===== src/rtl/sar_cmp_pkg.sv =====
// Shared types and constants for the SAR comparator sequencer.
// Defining SAR_CMP_MAJ_VOTE_EN selects the 2-of-3 majority-vote DECIDE phase.
package sar_cmp_pkg;

    localparam int N_BITS_DEF        = 8;
    localparam int RST_CYCLES_DEF    = 1;
    localparam int SETTLE_CYCLES_DEF = 4;

`ifdef SAR_CMP_MAJ_VOTE_EN
    localparam int VOTE_N = 3;
`else
    localparam int VOTE_N = 1;
`endif

    typedef enum logic [2:0] {
        IDLE,
        RESET_CMP,
        SETTLE,
        DECIDE,
        DONE
    } state_t;

endpackage


===== src/rtl/sar_cmp_sequencer_if.sv =====
// Host-side start/result bundle of the SAR sequencer.
// master = controller issuing conversions, slave = sequencer.
interface sar_cmp_sequencer_if #(
    parameter int N_BITS = 8
);
    logic              start;
    logic              abort;
    logic              busy;
    logic              done;
    logic [N_BITS-1:0] result;

    modport master (
        output start,
        output abort,
        input  busy,
        input  done,
        input  result
    );

    modport slave (
        input  start,
        input  abort,
        output busy,
        output done,
        output result
    );
endinterface


===== src/rtl/sar_cmp_sequencer_cmp_sync.sv =====
// Two-flop synchronizer for the asynchronous comparator output.
// Both stages clear to 0 on reset.
module cmp_sync (
    input  logic clk,
    input  logic rst_n,
    input  logic d,
    output logic q
);
    logic meta;

    // Shift the raw input through two flops before it reaches logic.
    always_ff @(posedge clk or negedge rst_n) begin
        if (!rst_n) begin
            meta <= 1'b0;
            q    <= 1'b0;
        end else begin
            meta <= d;
            q    <= meta;
        end
    end
endmodule


===== src/rtl/sar_cmp_sequencer.sv =====
// Successive-approximation sequencer driving a latched comparator and DAC.
// Optional build macro: SAR_CMP_MAJ_VOTE_EN (3-sample majority DECIDE).
module sar_cmp_sequencer
    import sar_cmp_pkg::*;
#(
    parameter int N_BITS        = N_BITS_DEF,
    parameter int RST_CYCLES    = RST_CYCLES_DEF,
    parameter int SETTLE_CYCLES = SETTLE_CYCLES_DEF
) (
    input  logic                 clk,
    input  logic                 rst_n,
    sar_cmp_sequencer_if.slave   host,
    input  logic                 cmp_in,
    output logic                 cmp_en,
    output logic [N_BITS-1:0]    dac_code
);
    localparam int KW = (N_BITS > 1) ? $clog2(N_BITS) : 1;
    localparam logic [KW-1:0] K_TOP  = KW'(N_BITS - 1);
    localparam logic [7:0]    R_LAST = 8'(RST_CYCLES - 1);
    localparam logic [7:0]    S_LAST = 8'(SETTLE_CYCLES - 1);
    localparam logic [7:0]    V_LAST = 8'(VOTE_N - 1);
    localparam logic [N_BITS-1:0] ONE = N_BITS'(1);

    state_t            state;
    state_t            state_nxt;
    logic [7:0]        cnt;
    logic [KW-1:0]     k;
    logic [N_BITS-1:0] w;
    logic [N_BITS-1:0] w_new;
    logic [N_BITS-1:0] trial_nxt;
    logic [N_BITS-1:0] result_q;
    logic [N_BITS-1:0] dac_q;
    logic              cmp_s;
    logic              bit_val;
    logic              busy;
    logic              done;

    cmp_sync u_sync (
        .clk   (clk),
        .rst_n (rst_n),
        .d     (cmp_in),
        .q     (cmp_s)
    );

`ifdef SAR_CMP_MAJ_VOTE_EN
    logic [1:0] ones;
    assign bit_val = (ones + {1'b0, cmp_s}) >= 2'd2;
`else
    assign bit_val = cmp_s;
`endif

    // The next trial keeps decided bits and sets the bit below k (none at k=0).
    assign w_new     = w | (bit_val ? (ONE << k) : '0);
    assign trial_nxt = w_new | ((ONE << k) >> 1);

    // State register.
    always_ff @(posedge clk or negedge rst_n) begin
        if (!rst_n) state <= IDLE;
        else        state <= state_nxt;
    end

    // Next-state logic; abort overrides every transition outside IDLE.
    always_comb begin
        state_nxt = state;
        unique case (state)
            IDLE:      if (host.start && !host.abort) state_nxt = RESET_CMP;
            RESET_CMP: if (cnt == R_LAST) state_nxt = SETTLE;
            SETTLE:    if (cnt == S_LAST) state_nxt = DECIDE;
            DECIDE:    if (cnt == V_LAST)
                           state_nxt = (k == '0) ? DONE : RESET_CMP;
            DONE:      state_nxt = IDLE;
            default:   state_nxt = IDLE;
        endcase
        if (host.abort && state != IDLE) state_nxt = IDLE;
    end

    // Outputs decoded from state; comparator evaluates through DECIDE.
    always_comb begin
        cmp_en = 1'b0;
        busy   = 1'b0;
        done   = 1'b0;
        unique case (state)
            IDLE:      ;
            RESET_CMP: busy = 1'b1;
            SETTLE:    begin busy = 1'b1; cmp_en = 1'b1; end
            DECIDE:    begin busy = 1'b1; cmp_en = 1'b1; end
            DONE:      begin busy = 1'b1; done = 1'b1; end
            default:   ;
        endcase
    end

    // Datapath: phase counter, bit index, working register, DAC and result.
    always_ff @(posedge clk or negedge rst_n) begin
        if (!rst_n) begin
            cnt      <= '0;
            k        <= K_TOP;
            w        <= '0;
            dac_q    <= '0;
            result_q <= '0;
        end else begin
            cnt <= (state_nxt != state) ? 8'd0 : cnt + 8'd1;
            if (state == IDLE && state_nxt == RESET_CMP) begin
                w     <= '0;
                k     <= K_TOP;
                dac_q <= ONE << K_TOP;
            end else if (state != IDLE && state_nxt == IDLE) begin
                dac_q <= '0;
            end else if (state == DECIDE && state_nxt == RESET_CMP) begin
                w     <= w_new;
                k     <= k - KW'(1);
                dac_q <= trial_nxt;
            end else if (state == DECIDE && state_nxt == DONE) begin
                w        <= w_new;
                result_q <= w_new;
                dac_q    <= '0;
            end
        end
    end

`ifdef SAR_CMP_MAJ_VOTE_EN
    // Count ones seen in the earlier DECIDE samples of this bit.
    always_ff @(posedge clk or negedge rst_n) begin
        if (!rst_n)
            ones <= '0;
        else if (state == DECIDE)
            ones <= (cnt == 8'd0) ? {1'b0, cmp_s} : ones + {1'b0, cmp_s};
    end
`endif

    assign dac_code    = dac_q;
    assign host.busy   = busy;
    assign host.done   = done;
    assign host.result = result_q;

endmodule


===== src/flat_wrapper.sv =====
// flat-port wrapper written by rule: the top's interface ports become plain ports
module sar_cmp_sequencer_flat import sar_cmp_pkg::*;
#(
    parameter int N_BITS        = N_BITS_DEF,
    parameter int RST_CYCLES    = RST_CYCLES_DEF,
    parameter int SETTLE_CYCLES = SETTLE_CYCLES_DEF
)
  (clk, rst_n, cmp_in, cmp_en, dac_code, host_start, host_abort, host_busy, host_done, host_result);
  sar_cmp_sequencer_if #(.N_BITS(N_BITS)) host_i ();
  input  logic clk;
  input  logic rst_n;
  input  logic cmp_in;
  output logic cmp_en;
  output logic [N_BITS-1:0] dac_code;
  input wire logic [$bits(host_i.start)-1:0] host_start;
  input wire logic [$bits(host_i.abort)-1:0] host_abort;
  output wire logic [$bits(host_i.busy)-1:0] host_busy;
  output wire logic [$bits(host_i.done)-1:0] host_done;
  output wire logic [$bits(host_i.result)-1:0] host_result;
  assign host_i.start = host_start;
  assign host_i.abort = host_abort;
  assign host_busy = host_i.busy;
  assign host_done = host_i.done;
  assign host_result = host_i.result;
  sar_cmp_sequencer #(.N_BITS(N_BITS), .RST_CYCLES(RST_CYCLES), .SETTLE_CYCLES(SETTLE_CYCLES)) u_core (.clk(clk), .rst_n(rst_n), .host(host_i), .cmp_in(cmp_in), .cmp_en(cmp_en), .dac_code(dac_code));
endmodule

===== config.mk =====
export PLATFORM = sky130hd
export DESIGN_NAME = sar_cmp_sequencer_flat
export DESIGN_NICKNAME = d
export VERILOG_FILES = /design/src/rtl/sar_cmp_pkg.sv /design/src/rtl/sar_cmp_sequencer_if.sv /design/src/rtl/sar_cmp_sequencer_cmp_sync.sv /design/src/rtl/sar_cmp_sequencer.sv /design/src/flat_wrapper.sv
export SDC_FILE = /design/constraint.sdc
export NUM_CORES = 1
export LEC_CHECK = 0
export ABC_AREA = 1
export BUFFER_PORTS_ARGS = -buffer_cell sky130_fd_sc_hd__buf_2
export CAP_MARGIN = 20
export CORE_UTILIZATION = 54
export CTS_CLUSTER_DIAMETER = 120
export DETAILED_ROUTE_END_ITERATION = 10
export PLACE_DENSITY = 0.83
export SLEW_MARGIN = 20
export SYNTH_ARGS = -nofsm -noshare
export SYNTH_HDL_FRONTEND = slang
export SYNTH_SLANG_ARGS = --single-unit
export TNS_END_PERCENT = 5

===== constraint.sdc =====
create_clock -name clk -period 2.1 [get_ports clk]
set_input_delay 0.105 -clock clk [delete_from_list [all_inputs] [get_ports clk]]
set_output_delay 0.105 -clock clk [all_outputs]
set_load 0.005 [all_outputs]

==> reports/results.txt <==
Mapped cell area: 2200 um^2
Antenna Nets Post-Route: 0
CTS Sinks: 40
Final HPWL DP: 3260 um
Lkg Pwr: 1.34 nW
Clock transition at path regs: 0.08 ns
Critical Path Source: u_core.cnt[0]
Fmax: 0.513 GHz
Largest net degree at the start of global routing: 41
Fraction of layout cells with a size suffix above 1: 26.2%
Antenna violations before repair: 0
Hold Crit Class: in2reg
Main area contributors after synthesis: dfrtp_1 42%, nand2_1 12%, inv_1 5.3%, nand4_1 5.1%, ha_1 4.0%
Max_slew headroom: 42.8%
Multi-input logic area: 993 um^2
I/O pin count: 24
Initial Utilization: 58.4%
PD cells: 1150 nW/um^2
Final Slew Violations: 0
CTS buffer count: 5
Final Cell Area: 2510 um^2
Crit Path Category: reg2reg
Fillers: 293
Grt met2 use: 37.4%
Yosys cell types: 31
Placed inst area: 2380 um^2
Final min period: 1.95 ns
Most area-hungry cell type in the Yosys netlist: dfrtp_1
Routed WL: 4550 um
Die Ht: 65.8 um
Busiest grt layer: met2
Core footprint: 3770 um^2
RSZ-0062 raised after global routing: false
Net Count, Synth: 279
FF-to-FF Start: u_core.cnt[0]
Drt first pass iters: 4
Via Count: 1832
Row Count: 22
Synth top area share: 42.1%
Startpoint Class: register
Worst vdd ir: 467 uV
Post-Layout Cell Count: 346
Avg Inst Size Synth: 8.24 um^2
Placer Congestion: 0.903
Clk root buf: clkbuf_8
Clock latency on the worst-skew pair: 0.30 ns
Worst slew pin tran: 0.858 ns
Post-Place Cells: 336
Req. time, crit path: 2.29 ns
Min-delay src: host_abort
Vias per std cell: 5.29
CTS Buffer Depth: 2
Met1 Resource Use GR: 29.9%
Most frequent cells in the layout: 69 x nand2_1, 37 x dfrtp_1, 31 x inv_1
Final worst slack: 0.150 ns
Htree depth: 2
Die W: 65.8 um
Synth Instances: 267
Post-synthesis sequential area ratio: 45.7%
Flop and latch count out of synthesis: 40
Final setup viols: 0
I/O Buffers: 23
First-pass GRT wire length: 7620 um
Gr ovfl total: 0
WP data arrival: 2.14 ns
Commonest non-fill, non-tap cell in the layout: nand2_1
Drc violations: 0
Met3 Use GR: 5.00%
Maximum fanout along the worst path: 20
Total GRT Usage: 23.7%
Setup repair bufs after CTS: 0
Final period util: 92.9%
MaxCap Viol Count: 0
Die area: 4330 um^2
Setup TNS: 0 ns
Clock skew: 0.00831 ns
Outcome: finished clean
Number of global-route vias before repair: 1707
N_diodes: 0
1st-iter DRT viols: 130
Nets@finish: 309
FF/Latch Area: 1000 um^2
Crit. End Element: register
Pre-CTS setup slack: 0.188 ns
Total Power: 2.89 mW
CTS tree: yes
Synth warnings: 0
Final hold violations: 0
Post-DR wirelength/cell: 13.1 um
Area growth from synthesis to layout: 13.9%
-- worst paths after layout --
path | cells after the start | to | slack, ns
max | 12 | u_core.w[6] | 0.15
max in group asynchronous | 2 | u_core.state[0] | 1.10
min | 4 | u_core.state[2] | 0.21
max reg2reg | 12 | u_core.w[6] | 0.15
min reg2reg | 0 | u_core.u_sync.q | 0.35
min in group asynchronous | 2 | u_core.cnt[2] | 0.46
-- worst max-delay path, cell delays in order, from the launching register on --
cell,delay [ns]
dfrtp_1,0.41
inv_1,0.09
ha_1,0.18
nand3_2,0.10
nor2_4,0.18
inv_1,0.09
nor2_2,0.17
nor2_4,0.07
nand3_2,0.09
buf_12,0.15
nand3_2,0.17
nand2_1,0.10
nand2_1,0.05
-- through the flow --
stage | hold slack (ns) | util [%]
floorplan | -0.191 | -
global placement | 0.213 | 63.0
detailed placement | 0.214 | 63.0
CTS | 0.197 | 66.5
global route | 0.217 | 66.5
finish | 0.206 | 66.5
-- cells by family (layout without fill, tap and decap cells) --
| kind of cell | Yosys count | after routing | synth area share [%] |
|---|---|---|---|
| buffers and inverters | 48 | 79 | 9.21 |
| XOR/XNOR | 6 | 6 | 2.39 |
| flip-flops | 40 | 40 | 45.7 |
| adder cells (fa/ha/maj) | 7 | 7 | 3.98 |
| AO/OA/AOI/OAI | 28 | 28 | 7.96 |
| AND/OR/NAND/NOR | 138 | 138 | 30.8 |
-- area by class of cell --
class                      instances  area share [%]
clock buffer                       5            2.74
clock inverter                     3            1.70
inverter                          42            6.39
multi-input combinational        179            39.6
sequential                        40            40.1
tap                               48            2.40
timing repair buffer              29            7.09
-- synth_stat cells --
cell and n:
nand2_1 69, dfrtp_1 37, inv_1 31, nor2_1 19, nand4_1 18, o21ai_0 16
nor2_2 12, inv_2 9, ha_1 7, a31o_2 5, nand2_2 4, nand3_1 4
o21ai_1 4, xor2_1 4, dfstp_2 3, nand3_2 3, nor3_1 3, buf_6 2
clkbuf_1 2, nor2_4 2, o21bai_1 2, xnor2_1 2, a21oi_4 1, buf_2 1
buf_4 1, clkinv_1 1, inv_4 1, nand2_4 1, nand3_4 1, nor4_2 1
or3_1 1
-- layer usage --
layer	part of all wire [%]	routed length, um	up-vias
met5	0	0	-
met4	2.8	128	0
met3	6.6	298	12
met2	46	2080	78
met1	45	2040	834
li1	-	-	908
-- registers in the layout, summed over array words and instances, names as in the netlist --
register,cells
u_core.cnt,8
u_core.dac_code,8
u_core.host.result,8
u_core.k,3
u_core.state,3
u_core.u_sync.meta,1
u_core.u_sync.q,1
u_core.w,8
-- power breakdown --
group          leakage (nW)  internal (mW)  total [mW]  switching [mW]
Clock                0.0541          0.352       0.627           0.275
Combinational         0.755          0.427        1.19           0.763
Sequential            0.534          0.930        1.07           0.140
Total                  1.34           1.71        2.89            1.18
-- repair_timing --
| action | 4_1_cts | 5_1_grt |
|---|---|---|
| hold buffers | 2 | 0 |
| endpoints found under the hold margin | 38 | 0 |
| resized for setup | 0 | 1 |
| setup endpoints to repair | 0 | 4 |
Power figures use the tool's default switching activity.
